## config.mk

```make
export PLATFORM = sky130hd
export DESIGN_NAME = am_envelope_demod_flat
export DESIGN_NICKNAME = d
export VERILOG_FILES = /design/src/rtl/am_envelope_demod_if.sv /design/src/rtl/am_envelope_demod.sv /design/src/flat_wrapper.sv
export SDC_FILE = /design/constraint.sdc
export NUM_CORES = 1
export LEC_CHECK = 0
export BUFFER_PORTS_ARGS = -buffer_cell sky130_fd_sc_hd__buf_4
export CAP_MARGIN = 20
export CORE_ASPECT_RATIO = 1.75
export CORE_MARGIN = 1.5
export CORE_UTILIZATION = 56
export DETAILED_ROUTE_END_ITERATION = 7
export PLACE_DENSITY_LB_ADDON = 0.25
export SLEW_MARGIN = 30
export SYNTH_ARGS = -nofsm -noshare
export SYNTH_HDL_FRONTEND = slang
export SYNTH_SLANG_ARGS = --single-unit
```

## constraint.sdc

```tcl
create_clock -name clk_i -period 3.45 [get_ports clk_i]
set_clock_uncertainty 0.1 [all_clocks]
set_input_delay 0.5175 -clock clk_i [delete_from_list [all_inputs] [get_ports clk_i]]
set_output_delay 0.5175 -clock clk_i [all_outputs]
set_load 0.02 [all_outputs]
```

## src/rtl/am_envelope_demod_if.sv

```systemverilog
// I/Q sample strobes in, envelope audio/magnitude strobes out.
// The source of I/Q samples is the master; the demodulator is the slave.
interface am_envelope_demod_if #(
   parameter int IQ_BITS = 16
);
   logic                      i_tick;
   logic signed [IQ_BITS-1:0] i_in;
   logic                      q_tick;
   logic signed [IQ_BITS-1:0] q_in;
   logic signed [IQ_BITS-1:0] audio;
   logic        [IQ_BITS-1:0] mag;
   logic                      audio_tick;
   logic                      pair_err;

   modport master (
      output i_tick, i_in, q_tick, q_in,
      input  audio, mag, audio_tick, pair_err
   );

   modport slave (
      input  i_tick, i_in, q_tick, q_in,
      output audio, mag, audio_tick, pair_err
   );
endinterface

```

## src/rtl/am_envelope_demod.sv

```systemverilog
// AM envelope detector: pairs I/Q samples, alpha-max-beta-min magnitude,
// leaky-integrator DC removal. Fixed 4-cycle latency from completing tick to audio_tick.
module am_envelope_demod #(
   parameter int IQ_BITS  = 16,
   parameter int DC_SHIFT = 8
) (
   input  logic               clk_i,
   input  logic               rst_i,
   am_envelope_demod_if.slave bus
);
   localparam int N     = IQ_BITS;
   localparam int ACC_W = IQ_BITS + DC_SHIFT;

   logic                i_pend_q, i_pend_d, q_pend_q, q_pend_d;
   logic signed [N-1:0] i_hold_q, i_hold_d, q_hold_q, q_hold_d;
   logic                perr_q, perr_d;
   logic                s0_vld_q, s1_vld_q, s2_vld_q, out_vld_q;
   logic signed [N-1:0] s0_i_q, s0_i_d, s0_q_q, s0_q_d;
   logic        [N-1:0] s1_mx_q, s1_mx_d, s1_mn_q, s1_mn_d;
   logic        [N-1:0] s2_mag_q, s2_mag_d;
   logic        [ACC_W-1:0] acc_q, acc_d;
   logic signed [N-1:0] audio_q, audio_d;
   logic        [N-1:0] mag_q;

   logic                pair_fire;
   logic        [N-1:0] abs_i, abs_q, dc_est;
   logic        [N:0]   diff;

   // Magnitude of a signed sample; the most negative code saturates to full scale.
   function automatic logic [N-1:0] sat_abs(input logic signed [N-1:0] s);
      logic [N-1:0] r;
      r = s;
      if (s[N-1]) begin
         r = -s;
         if (s == {1'b1, {(N-1){1'b0}}}) r = {1'b0, {(N-1){1'b1}}};
      end
      return r;
   endfunction

   always_comb begin
      i_pend_d = i_pend_q;
      q_pend_d = q_pend_q;
      i_hold_d = i_hold_q;
      q_hold_d = q_hold_q;
      perr_d   = 1'b0;

      pair_fire = (i_pend_q | bus.i_tick) & (q_pend_q | bus.q_tick);
      s0_i_d    = bus.i_tick ? bus.i_in : i_hold_q;
      s0_q_d    = bus.q_tick ? bus.q_in : q_hold_q;

      if (pair_fire) begin
         i_pend_d = 1'b0;
         q_pend_d = 1'b0;
      end else begin
         perr_d = (bus.i_tick & i_pend_q) | (bus.q_tick & q_pend_q);
         if (bus.i_tick) begin
            i_pend_d = 1'b1;
            i_hold_d = bus.i_in;
         end
         if (bus.q_tick) begin
            q_pend_d = 1'b1;
            q_hold_d = bus.q_in;
         end
      end

      abs_i   = sat_abs(s0_i_q);
      abs_q   = sat_abs(s0_q_q);
      s1_mx_d = (abs_i >= abs_q) ? abs_i : abs_q;
      s1_mn_d = (abs_i >= abs_q) ? abs_q : abs_i;

      // 15/16*max + 15/32*min never exceeds N unsigned bits.
      s2_mag_d = s1_mx_q - (s1_mx_q >> 4) + (s1_mn_q >> 1) - (s1_mn_q >> 5);

      dc_est  = acc_q[ACC_W-1:DC_SHIFT];
      diff    = {1'b0, s2_mag_q} - {1'b0, dc_est};
      audio_d = diff[N-1:0];
      if (diff[N] != diff[N-1]) audio_d = diff[N] ? {1'b1, {(N-1){1'b0}}} : {1'b0, {(N-1){1'b1}}};
      acc_d = acc_q;
      if (s2_vld_q) acc_d = acc_q + ACC_W'(s2_mag_q) - ACC_W'(dc_est);
   end

   always_ff @(posedge clk_i) begin
      if (rst_i) begin
         i_pend_q  <= 1'b0;
         q_pend_q  <= 1'b0;
         i_hold_q  <= '0;
         q_hold_q  <= '0;
         perr_q    <= 1'b0;
         s0_vld_q  <= 1'b0;
         s1_vld_q  <= 1'b0;
         s2_vld_q  <= 1'b0;
         out_vld_q <= 1'b0;
         s0_i_q    <= '0;
         s0_q_q    <= '0;
         s1_mx_q   <= '0;
         s1_mn_q   <= '0;
         s2_mag_q  <= '0;
         acc_q     <= '0;
         audio_q   <= '0;
         mag_q     <= '0;
      end else begin
         i_pend_q  <= i_pend_d;
         q_pend_q  <= q_pend_d;
         i_hold_q  <= i_hold_d;
         q_hold_q  <= q_hold_d;
         perr_q    <= perr_d;
         s0_vld_q  <= pair_fire;
         s1_vld_q  <= s0_vld_q;
         s2_vld_q  <= s1_vld_q;
         out_vld_q <= s2_vld_q;
         acc_q     <= acc_d;
         if (pair_fire) begin
            s0_i_q <= s0_i_d;
            s0_q_q <= s0_q_d;
         end
         if (s0_vld_q) begin
            s1_mx_q <= s1_mx_d;
            s1_mn_q <= s1_mn_d;
         end
         if (s1_vld_q) s2_mag_q <= s2_mag_d;
         if (s2_vld_q) begin
            audio_q <= audio_d;
            mag_q   <= s2_mag_q;
         end
      end
   end

   assign bus.audio      = audio_q;
   assign bus.mag        = mag_q;
   assign bus.audio_tick = out_vld_q;
   assign bus.pair_err   = perr_q;
endmodule

```

## src/flat_wrapper.sv

```systemverilog
// flat-port wrapper written by rule: the top's interface ports become plain ports
module am_envelope_demod_flat 
#(
   parameter int IQ_BITS  = 16,
   parameter int DC_SHIFT = 8
)
  (clk_i, rst_i, bus_i_tick, bus_i_in, bus_q_tick, bus_q_in, bus_audio, bus_mag, bus_audio_tick, bus_pair_err);
  am_envelope_demod_if #(.IQ_BITS(IQ_BITS)) bus_i ();
  input  logic clk_i;
  input  logic rst_i;
  input wire logic [$bits(bus_i.i_tick)-1:0] bus_i_tick;
  input wire logic [$bits(bus_i.i_in)-1:0] bus_i_in;
  input wire logic [$bits(bus_i.q_tick)-1:0] bus_q_tick;
  input wire logic [$bits(bus_i.q_in)-1:0] bus_q_in;
  output wire logic [$bits(bus_i.audio)-1:0] bus_audio;
  output wire logic [$bits(bus_i.mag)-1:0] bus_mag;
  output wire logic [$bits(bus_i.audio_tick)-1:0] bus_audio_tick;
  output wire logic [$bits(bus_i.pair_err)-1:0] bus_pair_err;
  assign bus_i.i_tick = bus_i_tick;
  assign bus_i.i_in = bus_i_in;
  assign bus_i.q_tick = bus_q_tick;
  assign bus_i.q_in = bus_q_in;
  assign bus_audio = bus_i.audio;
  assign bus_mag = bus_i.mag;
  assign bus_audio_tick = bus_i.audio_tick;
  assign bus_pair_err = bus_i.pair_err;
  am_envelope_demod #(.IQ_BITS(IQ_BITS), .DC_SHIFT(DC_SHIFT)) u_core (.clk_i(clk_i), .rst_i(rst_i), .bus(bus_i));
endmodule
```

==> flow_summary.html, run 1 <==
<table>
<tr><th>Metric</th><th>Value</th></tr>
<tr><th colspan="2">Route</th></tr>
<tr><td>Wire length reported by the detailed router</td><td>32.5 mm</td></tr>
<tr><td>Average wire per cell in the routed design</td><td>17.5 um</td></tr>
<tr><td>Number of nets with antenna violations after routing</td><td>0</td></tr>
<tr><td>Vias</td><td>10929</td></tr>
<tr><td>Number of remaining DRC errors</td><td>0</td></tr>
<tr><td>Number of design-rule violations left by the first detailed-router iteration</td><td>565</td></tr>
<tr><td>DRT Pass-1 Iters</td><td>5</td></tr>
<tr><td>Avg Vias per Cell</td><td>5.87</td></tr>
<tr><th colspan="2">Floorplanning</th></tr>
<tr><td>Die span in x</td><td>113 um</td></tr>
<tr><td>Initial core utilization</td><td>57.2%</td></tr>
<tr><td>Area of the die</td><td>22200 um2</td></tr>
<tr><td>Top-Level Pins</td><td>70</td></tr>
<tr><td>Core area</td><td>20800 um2</td></tr>
<tr><td>Die span in y</td><td>196 um</td></tr>
<tr><td>Placement Rows</td><td>70</td></tr>
<tr><th colspan="2">STA</th></tr>
<tr><td>Final hold violation count</td><td>0</td></tr>
<tr><td>Number of endpoints failing setup at the final stage</td><td>31</td></tr>
<tr><td>Final count of pins violating max slew</td><td>0</td></tr>
<tr><td>Shortest clock period the worst path allows after layout</td><td>3.66 ns</td></tr>
<tr><td>PnR worst setup slack</td><td>-0.209 ns</td></tr>
<tr><td>Pin slew with the least headroom to its limit</td><td>0.736 ns</td></tr>
<tr><td>Max Clock Freq</td><td>273 MHz</td></tr>
<tr><td>WHS</td><td>0.228 ns</td></tr>
<tr><td>Setup TNS after final layout</td><td>-3.40 ns</td></tr>
<tr><td>Crit share post-route</td><td>106%</td></tr>
<tr><td>Unrepaired setup endpoints after global routing</td><td>yes</td></tr>
<tr><td>Relative slew margins</td><td>50.6%</td></tr>
<tr><th colspan="2">Clock tree</th></tr>
<tr><td>H-tree depth</td><td>4</td></tr>
<tr><td>TritonCTS clock tree</td><td>built</td></tr>
<tr><td>Post-CTS Hold Fix Bufs</td><td>0</td></tr>
<tr><td>Clock transition at path regs</td><td>0.07 ns</td></tr>
<tr><td>Number of CTS-inserted buffers</td><td>17</td></tr>
<tr><td>Clock Tree Buf Depth</td><td>2</td></tr>
<tr><td>Sinks on the clock net</td><td>174</td></tr>
<tr><td>Insertion delay of the later-clocked pin in the worst-skew pair</td><td>0.44 ns</td></tr>
<tr><td>CTS root buf</td><td>sky130_fd_sc_hd__clkbuf_16</td></tr>
<tr><th colspan="2">Pwr</th></tr>
<tr><td>Portion of total power attributed to combinational logic</td><td>59.3%</td></tr>
<tr><td>Static leakage</td><td>6.27 nW</td></tr>
<tr><td>Sequential cell fraction of total power</td><td>22.5%</td></tr>
<tr><td>Switching power of the nets</td><td>4.28 mW</td></tr>
<tr><td>Power density of the placed cells</td><td>697 nW/um2</td></tr>
<tr><td>Internal power</td><td>5.89 mW</td></tr>
<tr><td>Maximum resistive drop on vdd</td><td>0.463 mV</td></tr>
<tr><td>Clock network power share</td><td>18.2%</td></tr>
<tr><td>Fraction of power spent switching nets</td><td>42.1%</td></tr>
<tr><th colspan="2">Yosys</th></tr>
<tr><td>Prevailing post-synth register cell</td><td>sky130_fd_sc_hd__dfxtp_1</td></tr>
<tr><td>Flops &amp; latches, synth</td><td>174</td></tr>
<tr><td>Share of cell area taken by muxes after synthesis</td><td>7.94%</td></tr>
<tr><td>Dominant combinational cell family by area after synthesis</td><td>compound AO/OA/AOI/OAI gates</td></tr>
<tr><td>Top cells by count, synth</td><td>sky130_fd_sc_hd__dfxtp_1, sky130_fd_sc_hd__inv_1, sky130_fd_sc_hd__nand2_1</td></tr>
<tr><td>Unique masters post-synth</td><td>80</td></tr>
<tr><td>Synthesized area per cell</td><td>8.26 um2</td></tr>
<tr><td>Simple-gate share of the synthesized area</td><td>15.9%</td></tr>
<tr><td>Area leader, netlist</td><td>sky130_fd_sc_hd__dfxtp_1</td></tr>
<tr><td>Count of warnings emitted by yosys</td><td>0</td></tr>
<tr><td>Share of the synthesized netlist area taken by xor and xnor gates</td><td>3.16%</td></tr>
<tr><td>Number of synthesized flops with an enable pin</td><td>0</td></tr>
<tr><td>Post-synthesis instance total</td><td>1442</td></tr>
<tr><td>Library cell with the highest instance count after synthesis</td><td>sky130_fd_sc_hd__dfxtp_1</td></tr>
<tr><td>Adder and majority cell fraction of the synthesized area</td><td>15.1%</td></tr>
<tr><td>Largest cells by area after synthesis</td><td>sky130_fd_sc_hd__dfxtp_1, sky130_fd_sc_hd__ha_1, sky130_fd_sc_hd__mux2i_1</td></tr>
<tr><td>Fraction of post-synthesis cell area in the top cell type by area</td><td>29.2%</td></tr>
<tr><td>Compound-cell area share of the yosys netlist</td><td>21.0%</td></tr>
<tr><td>Proportion of synthesized flip-flops having asynchronous set or reset</td><td>0%</td></tr>
<tr><td>Syn Std Cell Area</td><td>11900 um2</td></tr>
<tr><td>Sequential cell area fraction in the yosys report</td><td>29.2%</td></tr>
<tr><td>Syn nets</td><td>1596</td></tr>
<tr><th colspan="2">Global routing</th></tr>
<tr><td>Wire length of the first global-routing pass</td><td>51.1 mm</td></tr>
<tr><td>Aggregate global routing overflow</td><td>0</td></tr>
<tr><td>Largest net degree at the start of global routing</td><td>55</td></tr>
<tr><td>Via count of the first global-routing pass</td><td>10901</td></tr>
<tr><td>Global-route total usage across every layer</td><td>29.0%</td></tr>
<tr><td>Antenna violations before repair</td><td>0</td></tr>
<tr><th colspan="2">Place</th></tr>
<tr><td>Number of placed instances, taps included</td><td>1810</td></tr>
<tr><td>Final GP Congestion</td><td>0.962</td></tr>
<tr><td>Input/output buffers</td><td>69</td></tr>
<tr><td>HPWL Detailed</td><td>23.9 mm</td></tr>
<tr><th colspan="2">Critical path</th></tr>
<tr><td>Sort of element at the start of the critical path</td><td>register</td></tr>
<tr><td>Required @ worst endpoint</td><td>3.72 ns</td></tr>
<tr><td>List of cells traversed by the critical path</td><td>nor4_4 &gt; nand2_2 &gt; or4_4 &gt; buf_6 &gt; nor3_4 &gt; o31a_1 &gt; ha_4 &gt; o21ai_2 &gt; o21ai_1 &gt; o211ai_1 &gt; a21oi_2 &gt; a211oi_4 &gt; buf_6 &gt; buf_12 &gt; mux2_2 &gt; a211oi_2</td></tr>
<tr><td>Total buffers and inverters traversed by the critical path</td><td>3</td></tr>
<tr><td>Critical Path Max Stage Delay</td><td>0.43 ns</td></tr>
<tr><td>Worst setup path class</td><td>reg -&gt; reg</td></tr>
<tr><td>Reg2Reg Setup Slack</td><td>-0.21 ns</td></tr>
<tr><td>Kind of cell adding the most delay to the critical path</td><td>compound AO/OA/AOI/OAI gates</td></tr>
<tr><td>Cell mode on critical path</td><td>sky130_fd_sc_hd__buf_6</td></tr>
<tr><td>Kind of end point of the critical path</td><td>register</td></tr>
<tr><td>Highest-delay cell along the critical path</td><td>sky130_fd_sc_hd__or4_4</td></tr>
<tr><td>Worst endpoint data arrival time</td><td>3.92 ns</td></tr>
<tr><td>Maximum fanout along the worst path</td><td>4</td></tr>
<tr><th colspan="2">Cells and area</th></tr>
<tr><td>Diode count</td><td>0</td></tr>
<tr><td>Final Net Count</td><td>1752</td></tr>
<tr><td>Finished Layout Cells</td><td>1863</td></tr>
<tr><td>Ratio of cells with drive above 1 in the final layout</td><td>21.1%</td></tr>
<tr><td>Area growth from synthesis to layout</td><td>22.3%</td></tr>
<tr><th colspan="2">Min path</th></tr>
<tr><td>Class of the tightest hold or removal check</td><td>in -&gt; reg</td></tr>
<tr><th colspan="2">Job</th></tr>
<tr><td>Total of max-cap violations</td><td>0</td></tr>
<tr><th colspan="2">Status</th></tr>
<tr><td>Run status</td><td>finished with violations</td></tr>
<tr><td>Failing checks</td><td>setup timing</td></tr>
</table>
==> worst paths after layout <==
kind | start | to | cells past startpoint
setup / recovery | u_core.s0_i_q[5] | u_core.s1_mx_q[14] | 16
hold reg to reg | u_core.i_hold_q[5] | u_core.i_hold_q[5] | 2
setup reg to reg | u_core.s0_i_q[5] | u_core.s1_mx_q[14] | 16
hold / removal | bus_q_in[10] | u_core.q_hold_q[10] | 3
==> worst min-delay path, cell delays in order <==
cell	delay, ns
sky130_fd_sc_hd__buf_4	0.11
sky130_fd_sc_hd__nand2_1	0.05
sky130_fd_sc_hd__a21oi_1	0.05
==> metrics by stage <==
stage | instance area (um2) | total power, mW | utilization [%] | worst slack [ns]
floorplan | 11900 | 5.95 | - | 0.00624
global placement | 13400 | 7.39 | 64.4 | -0.230
detailed placement | 13400 | 7.49 | 64.4 | -0.318
CTS | 14300 | 9.71 | 68.4 | -0.144
global route | 14600 | 10.8 | 69.9 | -0.305
finish | 14600 | 10.2 | 69.9 | -0.209
==> layer usage <==
layer | routed length, um | track usage, %
met3 | 1020 | 4.02
met1 | 11100 | 26.1
met5 | 0 | 0
met4 | 2510 | 21.6
met2 | 17900 | 57.1
==> layout make-up <==
class	instances	area [um2]
Sequential cell	174	3500
Timing Repair Buffer	211	1680
Clock buffer	23	478
Inverter	165	619
Multi-Input combinational cell	1029	7910
Tap cell	252	315
Fill cell	1629	6260
Clock inverter	9	76.3
==> placed cells by master (no fill, tap or decap), types with 40 or more instances in the layout <==
| cell | netlist | routed |
|---|---|---|
| sky130_fd_sc_hd__mux2i_1 | 90 | 87 |
| sky130_fd_sc_hd__ha_1 | 77 | 66 |
| sky130_fd_sc_hd__dfxtp_1 | 174 | 163 |
| sky130_fd_sc_hd__fa_1 | 41 | 40 |
| sky130_fd_sc_hd__a211oi_1 | 67 | 60 |
| sky130_fd_sc_hd__nand2_1 | 145 | 141 |
| sky130_fd_sc_hd__a21oi_1 | 93 | 86 |
| sky130_fd_sc_hd__o21ai_0 | 57 | 42 |
| sky130_fd_sc_hd__inv_1 | 164 | 156 |
| sky130_fd_sc_hd__buf_4 | 3 | 201 |
| sky130_fd_sc_hd__nor2_1 | 129 | 127 |
==> registers in the layout (all words and copies together) (netlist names), 15 cells and up <==
signal,count
u_core.i_hold_q,16
u_core.bus.mag,16
u_core.bus.audio,16
u_core.s1_mn_q,15
u_core.s0_q_q,16
u_core.s2_mag_q,16
u_core.s1_mx_q,16
u_core.acc_q,24
u_core.s0_i_q,16
u_core.q_hold_q,16
==> power groups by stage <==
stage	Combinational, mW	Sequential (mW)	Clock (mW)
5_1_grt	6.53	2.30	1.95
3_5_place_dp	5.17	2.32	0
3_3_place_gp	5.08	2.32	0
4_1_cts	5.55	2.28	1.87
2_1_floorplan	3.63	2.32	0
6_report	6.03	2.29	1.85
==> cells by family after synthesis <==
family	count (synthesis)
AND/OR/NAND/NOR	404
multiplexers	94
AO/OA/AOI/OAI	369
adder cells (fa/ha/maj)	119
XOR/XNOR	43
buffers and inverters	239
flip-flops	174
==> timing repair <==
item	in CTS	in global routing
buffers inserted	13	8
gates resized for setup	48	56
cloned	1	1
endpoints found under the setup margin	37	42
pin swaps	28	41
Power figures use the tool's default switching activity.
==> run 2, diff against run 1 <==
--- a/config.mk
+++ b/config.mk
@@ -12,6 +12,7 @@
 export CORE_UTILIZATION = 56
 export DETAILED_ROUTE_END_ITERATION = 7
 export PLACE_DENSITY_LB_ADDON = 0.25
+export RECOVER_POWER = 25
 export SLEW_MARGIN = 30
 export SYNTH_ARGS = -nofsm -noshare
 export SYNTH_HDL_FRONTEND = slang
==> flow_summary.html, run 2 (synthesis gave the netlist of run 1 again) <==
<table>
<tr><th>Metric</th><th>Value</th></tr>
<tr><th colspan="2">Clock tree</th></tr>
<tr><td>Clock transition at path regs</td><td>0.07 ns (about the same)</td></tr>
<tr><td>CTS root buf</td><td>sky130_fd_sc_hd__clkbuf_16</td></tr>
<tr><td>Insertion delay of the later-clocked pin in the worst-skew pair</td><td>0.44 ns (about the same)</td></tr>
<tr><td>Sinks on the clock net</td><td>174 (unchanged)</td></tr>
<tr><td>H-tree depth</td><td>4 (unchanged)</td></tr>
<tr><td>Number of CTS-inserted buffers</td><td>17 (unchanged)</td></tr>
<tr><td>Post-CTS Hold Fix Bufs</td><td>0 (unchanged)</td></tr>
<tr><td>Clock Tree Buf Depth</td><td>2 (unchanged)</td></tr>
<tr><td>TritonCTS clock tree</td><td>built</td></tr>
<tr><th colspan="2">Global routing</th></tr>
<tr><td>Antenna violations before repair</td><td>0 (unchanged)</td></tr>
<tr><td>Aggregate global routing overflow</td><td>0 (unchanged)</td></tr>
<tr><td>Largest net degree at the start of global routing</td><td>55 (unchanged)</td></tr>
<tr><td>Via count of the first global-routing pass</td><td>10901 (unchanged)</td></tr>
<tr><td>Global-route total usage across every layer</td><td>29.0% (unchanged)</td></tr>
<tr><td>Wire length of the first global-routing pass</td><td>51.1 mm (unchanged)</td></tr>
<tr><th colspan="2">Pwr</th></tr>
<tr><td>Power density of the placed cells</td><td>697 nW/um2 (about the same)</td></tr>
<tr><td>Overall power consumption</td><td>10.2 mW (about the same)</td></tr>
<tr><td>Maximum resistive drop on vdd</td><td>0.463 mV (unchanged)</td></tr>
<tr><td>Static leakage</td><td>6.27 nW (about the same)</td></tr>
<tr><th colspan="2">Floorplanning</th></tr>
<tr><td>Top-Level Pins</td><td>70 (unchanged)</td></tr>
<tr><td>Initial core utilization</td><td>57.2% (unchanged)</td></tr>
<tr><td>Placement Rows</td><td>70 (unchanged)</td></tr>
<tr><td>Core area</td><td>20800 um2 (unchanged)</td></tr>
<tr><td>Die span in y</td><td>196 um (unchanged)</td></tr>
<tr><td>Area of the die</td><td>22200 um2 (unchanged)</td></tr>
<tr><td>Die span in x</td><td>113 um (unchanged)</td></tr>
<tr><th colspan="2">Route</th></tr>
<tr><td>Number of remaining DRC errors</td><td>0 (unchanged)</td></tr>
<tr><td>Average wire per cell in the routed design</td><td>17.5 um (unchanged)</td></tr>
<tr><td>Number of design-rule violations left by the first detailed-router iteration</td><td>565 (unchanged)</td></tr>
<tr><td>DRT Pass-1 Iters</td><td>5 (unchanged)</td></tr>
<tr><td>Wire length reported by the detailed router</td><td>32.5 mm (unchanged)</td></tr>
<tr><td>Avg Vias per Cell</td><td>5.87 (unchanged)</td></tr>
<tr><td>Vias</td><td>10929 (unchanged)</td></tr>
<tr><td>Number of nets with antenna violations after routing</td><td>0 (unchanged)</td></tr>
<tr><th colspan="2">Critical path</th></tr>
<tr><td>List of cells traversed by the critical path</td><td>nor4_4 &gt; nand2_2 &gt; or4_4 &gt; buf_6 &gt; nor3_4 &gt; o31a_1 &gt; ha_4 &gt; o21ai_2 &gt; o21ai_1 &gt; o211ai_1 &gt; a21oi_2 &gt; a211oi_4 &gt; buf_6 &gt; buf_12 &gt; mux2_2 &gt; a211oi_2</td></tr>
<tr><td>Worst setup path class</td><td>reg -&gt; reg</td></tr>
<tr><td>Worst endpoint data arrival time</td><td>3.92 ns (about the same)</td></tr>
<tr><td>Maximum fanout along the worst path</td><td>4 (unchanged)</td></tr>
<tr><td>Cell mode on critical path</td><td>sky130_fd_sc_hd__buf_6</td></tr>
<tr><td>Required @ worst endpoint</td><td>3.72 ns (about the same)</td></tr>
<tr><td>Highest-delay cell along the critical path</td><td>sky130_fd_sc_hd__or4_4</td></tr>
<tr><td>Kind of end point of the critical path</td><td>register</td></tr>
<tr><td>Sort of element at the start of the critical path</td><td>register</td></tr>
<tr><td>Critical Path Max Stage Delay</td><td>0.43 ns (about the same)</td></tr>
<tr><th colspan="2">Status</th></tr>
<tr><td>Run status</td><td>finished with violations</td></tr>
<tr><td>Failing checks</td><td>setup timing</td></tr>
<tr><th colspan="2">Cells and area</th></tr>
<tr><td>Sequential cell area</td><td>3500 um2 (about the same)</td></tr>
<tr><td>Area of the multi-input gates</td><td>7910 um2 (unchanged)</td></tr>
<tr><td>Final Net Count</td><td>1752 (unchanged)</td></tr>
<tr><td>Diode count</td><td>0 (unchanged)</td></tr>
<tr><td>Max reg flops</td><td>24 (unchanged)</td></tr>
<tr><td>Leading cell types in the layout, fill and taps excluded</td><td>sky130_fd_sc_hd__buf_4, sky130_fd_sc_hd__dfxtp_1, sky130_fd_sc_hd__inv_1</td></tr>
<tr><td>Area growth from synthesis to layout</td><td>22.3% (about the same)</td></tr>
<tr><td>Most common library cell in the layout ignoring fill and taps</td><td>sky130_fd_sc_hd__buf_4</td></tr>
<tr><td>Fill cells</td><td>1630 (+0.061%)</td></tr>
<tr><td>Largest register by flop count</td><td>u_core.acc_q</td></tr>
<tr><td>Ratio of cells with drive above 1 in the final layout</td><td>21.0% (-0.062 points)</td></tr>
<tr><th colspan="2">STA</th></tr>
<tr><td>Max Clock Freq</td><td>273 MHz (unchanged)</td></tr>
<tr><td>Crit share post-route</td><td>106% (unchanged)</td></tr>
<tr><td>Shortest clock period the worst path allows after layout</td><td>3.66 ns (unchanged)</td></tr>
<tr><td>Final count of pins violating max slew</td><td>0 (unchanged)</td></tr>
<tr><td>Unrepaired setup endpoints after global routing</td><td>yes</td></tr>
<tr><td>Relative slew margins</td><td>34.5% (-16 points)</td></tr>
<tr><td>Pin slew with the least headroom to its limit</td><td>0.981 ns (+0.245 ns)</td></tr>
<tr><td>Setup TNS after final layout</td><td>-3.40 ns (unchanged)</td></tr>
<tr><td>PnR worst setup slack</td><td>-0.209 ns (unchanged)</td></tr>
<tr><td>Number of endpoints failing setup at the final stage</td><td>31 (unchanged)</td></tr>
<tr><td>Final hold violation count</td><td>0 (unchanged)</td></tr>
<tr><th colspan="2">Place</th></tr>
<tr><td>HPWL Detailed</td><td>23.9 mm (unchanged)</td></tr>
<tr><td>Final GP Congestion</td><td>0.962 (unchanged)</td></tr>
<tr><td>Input/output buffers</td><td>69 (unchanged)</td></tr>
<tr><th colspan="2">Min path</th></tr>
<tr><td>Class of the tightest hold or removal check</td><td>in -&gt; reg</td></tr>
<tr><th colspan="2">Job</th></tr>
<tr><td>Total of max-cap violations</td><td>0 (unchanged)</td></tr>
</table>
==> run 2: cell counts in the layout (fill, tap and decap cells not counted) <==
Identical to the previous run, type by type.
==> run 2: cell type report <==
type                    instances  area share, %
flip-flops and latches        174           24.0
clock inverters                 9          0.524
repair buffers                211           11.5
well taps                     252           2.16
clock buffers                  23           3.28
inverters                     165           4.25
multi-input cells            1029           54.2
==> run 2: repair_timing <==
action | 4_1_cts | 5_1_grt
resized for setup | 48 | 56
pin swaps | 28 | 41
buffers inserted | 13 | 8
gates cloned | 1 | 1
setup endpoints to repair | 37 | 42
==> run 2: where the power goes <==
group / leakage [nW] / total, mW / internal (mW) / switching [mW]
logic: 4.58 / 6.03 / 2.75 / 3.28
registers: 1.42 / 2.29 / 2.15 / 0.133
clock network: 0.265 / 1.85 / 0.992 / 0.858
total: 6.27 / 10.2 / 5.89 / 4.28
==> run 2: per-stage QoR <==
stage	worst slack, ns	utilization, %	area, um2	hold WS (ns)	cells
global placement	-0.230	64.4	13400	0.341	1810
detailed placement	-0.318	64.4	13400	0.346	1810
finish	-0.209	69.9	14600	0.228	1863
CTS	-0.144	68.4	14300	0.215	1856
floorplan	0.00624	-	11900	0.336	1442
global route	-0.305	69.9	14600	0.226	1863
==> run 2: worst max-delay path, delay by kind of cell (launching register included) <==
family / cells / cell delay [ns]
AOI/OAI and AO/OA: 7 / 1.13
adders and majority gates: 1 / 0.26
buffers and inverters: 3 / 0.45
DFF: 1 / 0.33
muxes: 1 / 0.33
and+or+nand+nor: 4 / 0.97
==> run 2: worst paths after layout <==
path	from	endpoint	slack [ns]	cells past startpoint
min reg2reg	u_core.i_hold_q[5]	u_core.i_hold_q[5]	0.35	2
max reg2reg	u_core.s0_i_q[5]	u_core.s1_mx_q[14]	-0.21	16
max	u_core.s0_i_q[5]	u_core.s1_mx_q[14]	-0.21	16
min	bus_q_in[10]	u_core.q_hold_q[10]	0.23	3
==> run 2: layer usage <==
layer  routed length (um)  up-vias  global-route usage (%)
li1                     -     5337                       -
met1                11100     5160                    26.1
met2                17900      294                    57.1
met3                 1020      138                    4.02
met4                 2510        0                    21.6
met5                    0        -                       0
==> run 3, diff against run 2 <==
==> constraint.sdc (replaced) <==
create_clock -name clk_i -period 3.45 [get_ports clk_i]
set_clock_uncertainty 0.1 [all_clocks]
set_input_delay 0.5175 -clock clk_i [delete_from_list [all_inputs] [get_ports clk_i]]
set_output_delay 0.5175 -clock clk_i [all_outputs]
set_load 0.1 [all_outputs]
==> flow_summary.html, run 3 (synthesis gave the netlist of run 1 again) <==
<table>
<tr><th>Metric</th><th>Value</th></tr>
<tr><th colspan="2">Critical path</th></tr>
<tr><td>Launch instance of the worst register-to-register path</td><td>u_core.s0_i_q[5]</td></tr>
<tr><td>Sort of element at the start of the critical path</td><td>register</td></tr>
<tr><td>Worst endpoint data arrival time</td><td>3.92 ns (about the same)</td></tr>
<tr><td>Reg2Reg Setup Slack</td><td>-0.21 ns (about the same)</td></tr>
<tr><td>Required @ worst endpoint</td><td>3.72 ns (about the same)</td></tr>
<tr><td>Reg-to-reg critical path endpoint</td><td>u_core.s1_mx_q[14]</td></tr>
<tr><td>Kind of end point of the critical path</td><td>register</td></tr>
<tr><td>Maximum fanout along the worst path</td><td>4 (unchanged)</td></tr>
<tr><td>Startpoint of the most critical setup path</td><td>u_core.s0_i_q[5]</td></tr>
<tr><td>Reg2Reg Depth</td><td>16 (unchanged)</td></tr>
<tr><td>Worst setup path class</td><td>reg -&gt; reg</td></tr>
<tr><td>Critical path endpoint</td><td>u_core.s1_mx_q[14]</td></tr>
<tr><th colspan="2">Clock tree</th></tr>
<tr><td>Clock transition at path regs</td><td>0.07 ns (about the same)</td></tr>
<tr><td>Insertion delay of the later-clocked pin in the worst-skew pair</td><td>0.44 ns (about the same)</td></tr>
<tr><td>Number of CTS-inserted buffers</td><td>17 (unchanged)</td></tr>
<tr><td>Post-CTS Hold Fix Bufs</td><td>0 (unchanged)</td></tr>
<tr><td>TritonCTS clock tree</td><td>built</td></tr>
<tr><td>Sinks on the clock net</td><td>174 (unchanged)</td></tr>
<tr><td>CTS root buf</td><td>sky130_fd_sc_hd__clkbuf_16</td></tr>
<tr><td>H-tree depth</td><td>4 (unchanged)</td></tr>
<tr><td>Clock Tree Buf Depth</td><td>2 (unchanged)</td></tr>
<tr><th colspan="2">Floorplanning</th></tr>
<tr><td>Die span in x</td><td>113 um (unchanged)</td></tr>
<tr><td>Top-Level Pins</td><td>70 (unchanged)</td></tr>
<tr><td>Die span in y</td><td>196 um (unchanged)</td></tr>
<tr><td>Placement Rows</td><td>70 (unchanged)</td></tr>
<tr><td>Initial core utilization</td><td>57.2% (unchanged)</td></tr>
<tr><td>Area of the die</td><td>22200 um2 (unchanged)</td></tr>
<tr><td>Core area</td><td>20800 um2 (unchanged)</td></tr>
<tr><th colspan="2">Place</th></tr>
<tr><td>HPWL Detailed</td><td>23.9 mm (unchanged)</td></tr>
<tr><td>Final GP Congestion</td><td>0.962 (unchanged)</td></tr>
<tr><td>Pre-CTS worst setup slack</td><td>-0.318 ns (unchanged)</td></tr>
<tr><td>Input/output buffers</td><td>69 (unchanged)</td></tr>
<tr><td>Placed Area</td><td>13400 um2 (unchanged)</td></tr>
<tr><th colspan="2">Route</th></tr>
<tr><td>Average wire per cell in the routed design</td><td>17.5 um (about the same)</td></tr>
<tr><td>Number of remaining DRC errors</td><td>0 (unchanged)</td></tr>
<tr><td>Vias</td><td>10934 (+0.046%)</td></tr>
<tr><td>Number of nets with antenna violations after routing</td><td>0 (unchanged)</td></tr>
<tr><td>Avg Vias per Cell</td><td>5.87 (about the same)</td></tr>
<tr><td>Number of design-rule violations left by the first detailed-router iteration</td><td>565 (unchanged)</td></tr>
<tr><td>Wire length reported by the detailed router</td><td>32.5 mm (about the same)</td></tr>
<tr><td>DRT Pass-1 Iters</td><td>5 (unchanged)</td></tr>
<tr><th colspan="2">STA</th></tr>
<tr><td>Max Clock Freq</td><td>273 MHz (about the same)</td></tr>
<tr><td>Crit share post-route</td><td>106% (about the same)</td></tr>
<tr><td>Setup TNS after final layout</td><td>-3.40 ns (+0.00158 ns)</td></tr>
<tr><td>Pin slew with the least headroom to its limit</td><td>0.981 ns (unchanged)</td></tr>
<tr><td>Number of endpoints failing setup at the final stage</td><td>31 (unchanged)</td></tr>
<tr><td>Final count of pins violating max slew</td><td>0 (unchanged)</td></tr>
<tr><td>Relative slew margins</td><td>34.5% (unchanged)</td></tr>
<tr><td>Final hold violation count</td><td>0 (unchanged)</td></tr>
<tr><td>PnR worst setup slack</td><td>-0.209 ns (+0.000168 ns)</td></tr>
<tr><td>Shortest clock period the worst path allows after layout</td><td>3.66 ns (-0.000168 ns)</td></tr>
<tr><td>Unrepaired setup endpoints after global routing</td><td>yes</td></tr>
<tr><th colspan="2">Global routing</th></tr>
<tr><td>Aggregate global routing overflow</td><td>0 (unchanged)</td></tr>
<tr><td>Via count of the first global-routing pass</td><td>10901 (unchanged)</td></tr>
<tr><td>Antenna violations before repair</td><td>0 (unchanged)</td></tr>
<tr><td>Global-route total usage across every layer</td><td>29.0% (unchanged)</td></tr>
<tr><td>Largest net degree at the start of global routing</td><td>55 (unchanged)</td></tr>
<tr><td>Wire length of the first global-routing pass</td><td>51.1 mm (unchanged)</td></tr>
<tr><th colspan="2">Cells and area</th></tr>
<tr><td>Diode count</td><td>0 (unchanged)</td></tr>
<tr><td>Area of all placed cells without fillers</td><td>14600 um2 (unchanged)</td></tr>
<tr><td>Largest register by flop count</td><td>u_core.acc_q</td></tr>
<tr><td>Most common library cell in the layout ignoring fill and taps</td><td>sky130_fd_sc_hd__buf_4</td></tr>
<tr><td>Ratio of cells with drive above 1 in the final layout</td><td>21.0% (unchanged)</td></tr>
<tr><td>Leading cell types in the layout, fill and taps excluded</td><td>sky130_fd_sc_hd__buf_4, sky130_fd_sc_hd__dfxtp_1, sky130_fd_sc_hd__inv_1</td></tr>
<tr><td>Area growth from synthesis to layout</td><td>22.3% (unchanged)</td></tr>
<tr><td>Max reg flops</td><td>24 (unchanged)</td></tr>
<tr><td>Final Net Count</td><td>1752 (unchanged)</td></tr>
<tr><td>Fill cells</td><td>1630 (unchanged)</td></tr>
<tr><th colspan="2">Pwr</th></tr>
<tr><td>Static leakage</td><td>6.27 nW (unchanged)</td></tr>
<tr><td>Maximum resistive drop on vdd</td><td>0.463 mV (about the same)</td></tr>
<tr><td>Overall power consumption</td><td>10.2 mW (+0.74%)</td></tr>
<tr><td>Power density of the placed cells</td><td>702 nW/um2 (+0.74%)</td></tr>
<tr><th colspan="2">Job</th></tr>
<tr><td>Total of max-cap violations</td><td>0 (unchanged)</td></tr>
<tr><th colspan="2">Min path</th></tr>
<tr><td>Class of the tightest hold or removal check</td><td>in -&gt; reg</td></tr>
<tr><th colspan="2">Status</th></tr>
<tr><td>Run status</td><td>finished with violations</td></tr>
<tr><td>Failing checks</td><td>setup timing</td></tr>
</table>
[run 3: power breakdown]
| group | leakage [nW] | switching, mW | internal (mW) | total (mW) |
|---|---|---|---|---|
| Combinational | 4.58 | 3.36 | 2.75 | 6.10 |
| Clock | 0.265 | 0.858 | 0.992 | 1.85 |
| Sequential | 1.42 | 0.133 | 2.15 | 2.29 |
[run 3: repair_timing]
action | in CTS | in global routing
endpoints found under the setup margin | 37 | 42
resized for setup | 48 | 56
pin swaps | 28 | 41
setup buffers | 13 | 8
cloned | 1 | 1
[run 3: cell type report]
class / count / area (um2) / area share, %
clock buffers: 23 / 478 / 3.28
multi-input cells: 1029 / 7910 / 54.2
clock inverters: 9 / 76.3 / 0.524
repair buffers: 211 / 1680 / 11.5
flip-flops and latches: 174 / 3500 / 24.0
inverters: 165 / 619 / 4.25
well taps: 252 / 315 / 2.16
[run 3: worst min-delay path by stage]
| stage | from | to | slack, ns | cells after the start |
|---|---|---|---|---|
| after global routing | bus_i_in[7] | u_core.i_hold_q[7] | 0.23 | 3 |
| after detailed placement | u_core.q_hold_q[9] | u_core.q_hold_q[9] | 0.35 | 2 |
| after CTS | bus_q_in[10] | u_core.q_hold_q[10] | 0.21 | 3 |
| after global placement | u_core.i_hold_q[0] | u_core.i_hold_q[0] | 0.34 | 2 |
| final | bus_q_in[10] | u_core.q_hold_q[10] | 0.23 | 3 |
| after floorplan | u_core.i_hold_q[0] | u_core.i_hold_q[0] | 0.34 | 2 |
[run 3: layer usage]
metal  part of all wire [%]  vias to the layer above  global-route usage [%]
met5                      0                        -                       0
met4                    7.7                        0                    21.6
met3                    3.1                      138                    4.02
met2                     55                      297                    57.1
met1                     34                     5162                    26.1
li1                       -                     5337                       -
[run 3: per-stage QoR]
step | hold slack (ns) | instances | utilization (%)
final | 0.228 | 1863 | 69.9
after global routing | 0.226 | 1863 | 69.9
after CTS | 0.215 | 1856 | 68.4
after detailed placement | 0.346 | 1810 | 64.4
after global placement | 0.341 | 1810 | 64.4
after floorplan | 0.336 | 1442 | -
[run 3: critical path, cell delays in order (launching register included)]
cell,delay (ns)
sky130_fd_sc_hd__dfxtp_2,0.33
sky130_fd_sc_hd__nor4_4,0.33
sky130_fd_sc_hd__nand2_2,0.10
sky130_fd_sc_hd__or4_4,0.43
sky130_fd_sc_hd__buf_6,0.14
sky130_fd_sc_hd__nor3_4,0.11
sky130_fd_sc_hd__o31a_1,0.31
sky130_fd_sc_hd__ha_4,0.26
sky130_fd_sc_hd__o21ai_2,0.13
sky130_fd_sc_hd__o21ai_1,0.08
sky130_fd_sc_hd__o211ai_1,0.11
sky130_fd_sc_hd__a21oi_2,0.11
sky130_fd_sc_hd__a211oi_4,0.19
sky130_fd_sc_hd__buf_6,0.19
sky130_fd_sc_hd__buf_12,0.12
sky130_fd_sc_hd__mux2_2,0.33
sky130_fd_sc_hd__a211oi_2,0.20
